===== config.mk =====
export PLATFORM = sky130hd
export DESIGN_NAME = pingpong_frame_reader
export DESIGN_NICKNAME = d
export VERILOG_FILES = /design/src/rtl/pingpong_frame_reader.sv
export SDC_FILE = /design/constraint.sdc
export NUM_CORES = 1
export LEC_CHECK = 0
export CAP_MARGIN = 20
export CORE_MARGIN = 1.5
export CORE_UTILIZATION = 53
export DETAILED_ROUTE_END_ITERATION = 6
export GPL_TIMING_DRIVEN = 0
export PLACE_DENSITY = 0.84
export SYNTH_ARGS = -nofsm -noshare
export SYNTH_HDL_FRONTEND = slang
export SYNTH_SLANG_ARGS = --single-unit

===== constraint.sdc =====
create_clock -name clk_in -period 4.37 [get_ports clk_in]
set_input_delay 0.437 -clock clk_in [delete_from_list [all_inputs] [get_ports clk_in]]
set_output_delay 0.437 -clock clk_in [all_outputs]
set_load 0.01 [all_outputs]

===== src/rtl/pingpong_frame_reader.sv =====
// rtl/pingpong_frame_reader.sv - port-B frame sweep, read-latency realignment and bank release
module pingpong_frame_reader #(
  parameter int ADDR_W = 7,
  parameter int DATA_W = 8,
  parameter int DEPTH  = 128,
  parameter int RD_LAT = 2
) (
  input  logic              clk_in,
  input  logic              rst,
  input  logic              en,
  input  logic              readyb,
  output logic [ADDR_W-1:0] addrb,
  input  logic [DATA_W-1:0] doutb,
  output logic              finishb,
  output logic              ena_out,
  output logic [DATA_W-1:0] data_out,
  output logic [ADDR_W-1:0] addr_out,
  output logic              last_out,
  output logic              busy,
  output logic [15:0]       frame_cnt
);

  typedef enum logic [2:0] {
    S_IDLE,
    S_SWEEP,
    S_DRAIN,
    S_RELEASE,
    S_HOLD
  } state_t;

  localparam logic [ADDR_W-1:0] LAST_ADDR = ADDR_W'(DEPTH - 1);

  state_t state, state_nxt;
  logic   issue;
  logic   pipe_empty;

  // Tag pipeline: one stage per cycle of RAM read latency
  logic [RD_LAT-1:0]             tag_vld;
  logic [RD_LAT-1:0]             tag_last;
  logic [RD_LAT-1:0][ADDR_W-1:0] tag_addr;

  assign pipe_empty = ~|tag_vld;

  // State register
  always_ff @(posedge clk_in or posedge rst) begin
    if (rst) state <= S_IDLE;
    else     state <= state_nxt;
  end

  // Next-state and per-state outputs; DRAIN waits until the final tag has
  // left the pipeline so finishb lands the cycle after last_out
  always_comb begin
    state_nxt = state;
    finishb   = 1'b0;
    busy      = 1'b1;
    issue     = 1'b0;
    case (state)
      S_IDLE: begin
        busy = 1'b0;
        if (en && readyb) state_nxt = S_SWEEP;
      end
      S_SWEEP: begin
        issue = 1'b1;
        if (addrb == LAST_ADDR) state_nxt = S_DRAIN;
      end
      S_DRAIN: begin
        if (pipe_empty) state_nxt = S_RELEASE;
      end
      S_RELEASE: begin
        finishb   = 1'b1;
        state_nxt = S_HOLD;
      end
      S_HOLD: begin
        state_nxt = S_IDLE;
      end
      default: begin
        state_nxt = S_IDLE;
      end
    endcase
  end

  // Read address: counts during SWEEP, parks at the last address in DRAIN, else 0
  always_ff @(posedge clk_in or posedge rst) begin
    if (rst) begin
      addrb <= '0;
    end else if (state == S_SWEEP) begin
      if (addrb != LAST_ADDR) addrb <= addrb + 1'b1;
    end else if (state != S_DRAIN || pipe_empty) begin
      addrb <= '0;
    end
  end

  // Shift each issued address down the tag pipeline alongside the RAM latency
  always_ff @(posedge clk_in or posedge rst) begin
    if (rst) begin
      tag_vld  <= '0;
      tag_last <= '0;
      tag_addr <= '0;
    end else begin
      tag_vld[0]  <= issue;
      tag_last[0] <= issue && (addrb == LAST_ADDR);
      tag_addr[0] <= addrb;
      for (int i = 1; i < RD_LAT; i++) begin
        tag_vld[i]  <= tag_vld[i-1];
        tag_last[i] <= tag_last[i-1];
        tag_addr[i] <= tag_addr[i-1];
      end
    end
  end

  // Output stage: capture RAM data with its matching tag; hold data/addr when idle
  always_ff @(posedge clk_in or posedge rst) begin
    if (rst) begin
      ena_out  <= 1'b0;
      data_out <= '0;
      addr_out <= '0;
      last_out <= 1'b0;
    end else if (tag_vld[RD_LAT-1]) begin
      ena_out  <= 1'b1;
      data_out <= doutb;
      addr_out <= tag_addr[RD_LAT-1];
      last_out <= tag_last[RD_LAT-1];
    end else begin
      ena_out  <= 1'b0;
      last_out <= 1'b0;
    end
  end

  // Completed-frame counter, wraps silently
  always_ff @(posedge clk_in or posedge rst) begin
    if (rst)                    frame_cnt <= '0;
    else if (state == S_RELEASE) frame_cnt <= frame_cnt + 1'b1;
  end

endmodule


==> results.py <==
metrics = {
    "status": {
        "status": "finished, final reports clean",
    },
    "cts": {
        "h-tree-depth": 3,
        "cts.repair.resized": 0,
        "clkTransAtPathRegs_ns": 0.07,
        "cts-root-buf": "clkbuf_8",
        "hold_buffers": 0,
        "post-cts-setup-buffers": 0,
        "cts_tree": "built",
        "cts_buffers": 9,
        "clkSinkCount": 61,
        "worstSkewPairLatency_ns": 0.33,
        "clk_path_buf_depth": 2,
    },
    "sta": {
        "setup_violations": 0,
        "fmax_ghz": 0.4754,
        "fin_skew_ns": 0.01008,
        "fin_setup_tns_ns": 0,
        "rsz0062_at_grt": "false",
        "tightestPinTransition_ns": 0.3683,
        "maxSlewViolCount": 0,
        "max_slew_margin_pct": 75.24,
        "hold_violations": 0,
        "finalCriticalPeriod_ns": 2.103,
        "fin_crit_sh_pct": 48.13,
    },
    "placed_design": {
        "place_congestion": 0.8143,
        "dpl_cell_area_um2": 2970,
        "dp_hpwl_um": 2734,
        "dp_cells": 280,
        "portBuffers": 53,
    },
    "layout": {
        "n_fill_cell": 317,
        "layout.nets": 253,
        "n_antenna_cell": 0,
        "seq_area_um2": 1526,
        "areaGrowthSynthToFinish_pct": 33.26,
        "layout-drive-gt1-share_pct": 18.85,
        "final_area_um2": 3138,
        "final-instance-count-excl-fill": 296,
        "multi_input_area_um2": 782.0,
    },
    "routing": {
        "routed-via-count": 1548,
        "wl_met2_um": 1957,
        "wl_um": 4026,
        "dr_wl_met3_um": 187,
        "drtAntennaViolNets": 0,
        "dr.pass1.iters": 4,
        "vias_per_cell": 5.230,
        "initialDrtViolationCount": 67,
        "avgRoutedWirePerCell_um": 13.60,
        "wirelength_met1_um": 1822,
        "drc_errors": 0,
        "top_layer": "met4",
    },
    "setup_path": {
        "path_max_fanout": 7,
        "crit_path_cell_trace": "nand3b_4 -> clkinv_2 -> clkdlybuf4s50_1",
        "worstSetupPathType": "reg2out",
        "critPathSlowestCell": "clkdlybuf4s50_1",
        "required_ns": 3.93,
        "rr_endpoint": "addrb[1]",
        "endpoint": "finishb",
        "end_kind": "primary output",
        "rrSetupSlack_ns": 2.80,
        "crit_path_start_kind": "flip-flop",
        "critPathLaunch": "state[2]",
        "r2r_start": "addrb[0]",
        "critical-path-max-stage-delay_ns": 0.54,
        "ff2ff_path_depth": 4,
        "crit_arrival_ns": 1.67,
    },
    "yosys": {
        "syn_area_per_cell_um2": 13.53,
        "ys_async_sr_fraction_pct": 100.0,
        "yosys.area.top_type": "dfrtp_1",
        "synthesis.area_um2": 2355,
        "synth.most_common_cell": "dfrtp_1",
        "synth_top_area_share_pct": 64.82,
        "syn_nets": 188,
        "synth_edf_count": 0,
        "syn_inst": 174,
        "ys_seq_elements": 61,
        "synth_commonest_cells": "dfrtp_1, mux2_2, nor2_1, nand2_1, xnor2_1",
        "synth_area_leaders": "dfrtp_1, mux2_2, xnor2_1",
        "yosysWarnings": 0,
        "ys_types": 35,
        "ys_seq_area_share_pct": 64.82,
        "synth_ff_type": "dfrtp_1",
    },
    "die": {
        "dieArea_um2": 4852,
        "die_h_um": 69.66,
        "die_x_um": 69.66,
        "rows": 24,
        "io_pins": 54,
        "initial_core_util_pct": 54.46,
        "core-area_um2": 4324,
    },
    "power": {
        "ir_drop_mv": 0.2437,
        "leakagePower_nw": 1.355,
        "power_density_nw_per_um2": 328.0,
        "report.power.total_w": 0.001029,
    },
    "grt": {
        "antenna_found_initial": 0,
        "grt_pass1_vias": 1499,
        "grt.overflow.total": 0,
        "grt_util_all_layers_pct": 18.67,
        "grt_pass1_wl_um": 7100,
        "grt_max_degree": 46,
    },
    "hold_path": {
        "hp-class": "reg2reg",
    },
    "flow_run": {
        "maxCapViolations": 0,
    },
}
-- metrics by stage --
| step | utilization, % | hold WS [ns] | setup slack [ns] |
|---|---|---|---|
| 2_1_floorplan | - | 0.3312 | 2.420 |
| 3_3_place_gp | 68.23 | 0.3316 | 1.430 |
| 3_5_place_dp | 68.69 | 0.3347 | 2.617 |
| 4_1_cts | 72.57 | 0.3445 | 2.250 |
| 5_1_grt | 72.57 | 0.3513 | 2.201 |
| 6_report | 72.57 | 0.3436 | 2.267 |
-- worst min path at each step --
stage	from	endpoint	slack [ns]	cells past startpoint
2_1_floorplan	tag_addr[3]	tag_addr[10]	0.33	0
5_1_grt	tag_last[0]	tag_last[1]	0.35	0
3_5_place_dp	tag_addr[3]	tag_addr[10]	0.33	0
3_3_place_gp	tag_addr[2]	tag_addr[9]	0.33	0
6_report	tag_last[0]	tag_last[1]	0.34	0
4_1_cts	tag_last[0]	tag_last[1]	0.34	0
-- critical path: cells and delay by family (launching register included) --
family                 cells  cell delay (ns)
buffers and inverters      2             0.66
DFF                        1             0.45
and+or+nand+nor            1             0.23
-- registers in the layout, summed over array words and instances (netlist names) --
signal and cells:
tag_last 2, state 3, addr_out 7, tag_addr 14
data_out 8, frame_cnt 16, addrb 7, ena_out 1
last_out 1, tag_vld 2
-- where the power goes --
| part | internal (W) | switching (W) | total, W |
|---|---|---|---|
| Combinational | 0.0000194 | 0.0000158 | 0.0000352 |
| Clock | 0.000203 | 0.000221 | 0.000424 |
| Sequential | 0.000568 | 0.00000168 | 0.000570 |
| Total | 0.000791 | 0.000238 | 0.00103 |
-- cells in the final DEF (no fill, tap or decap), drive strengths merged, types with 2 or more instances in the layout --
cell type      instances
a21oi                  6
a22o                   2
and4                   3
buf                    4
clkbuf                10
clkdlybuf4s50         53
clkinv                 4
clkinvlp               4
dfrtp                 61
ha                     2
inv                    3
mux2                  15
nand2                 12
nand2b                 2
nand3                  5
nand4                  7
nor2                  14
nor3                   4
o21ai                  4
or3                    3
xnor2                  9
xor2                   6
-- per-layer routing --
metal | global-route usage, % | up-vias
li1 | - | 739
met1 | 24.85 | 760
met2 | 27.99 | 44
met3 | 5.814 | 5
met4 | 9.188 | 0
met5 | 0 | -
-- cells by family after synthesis --
| group | share of synthesized area [%] |
|---|---|
| AO/OA/AOI/OAI | 4.783 |
| adder cells (fa/ha/maj) | 1.063 |
| XOR/XNOR | 5.579 |
| AND/OR/NAND/NOR | 14.61 |
| flip-flops | 64.82 |
| multiplexers | 7.173 |
| buffers and inverters | 1.966 |
-- layout make-up --
type	count	area share, %
Multi-Input combinational cell	105	24.92
Clock inverter	6	1.276
Inverter	5	0.7974
Tap cell	52	2.073
Timing Repair Buffer	54	17.54
Clock buffer	10	4.067
Sequential cell	61	48.64
Buffer	3	0.6778
(Power assumes the default switching activity.)
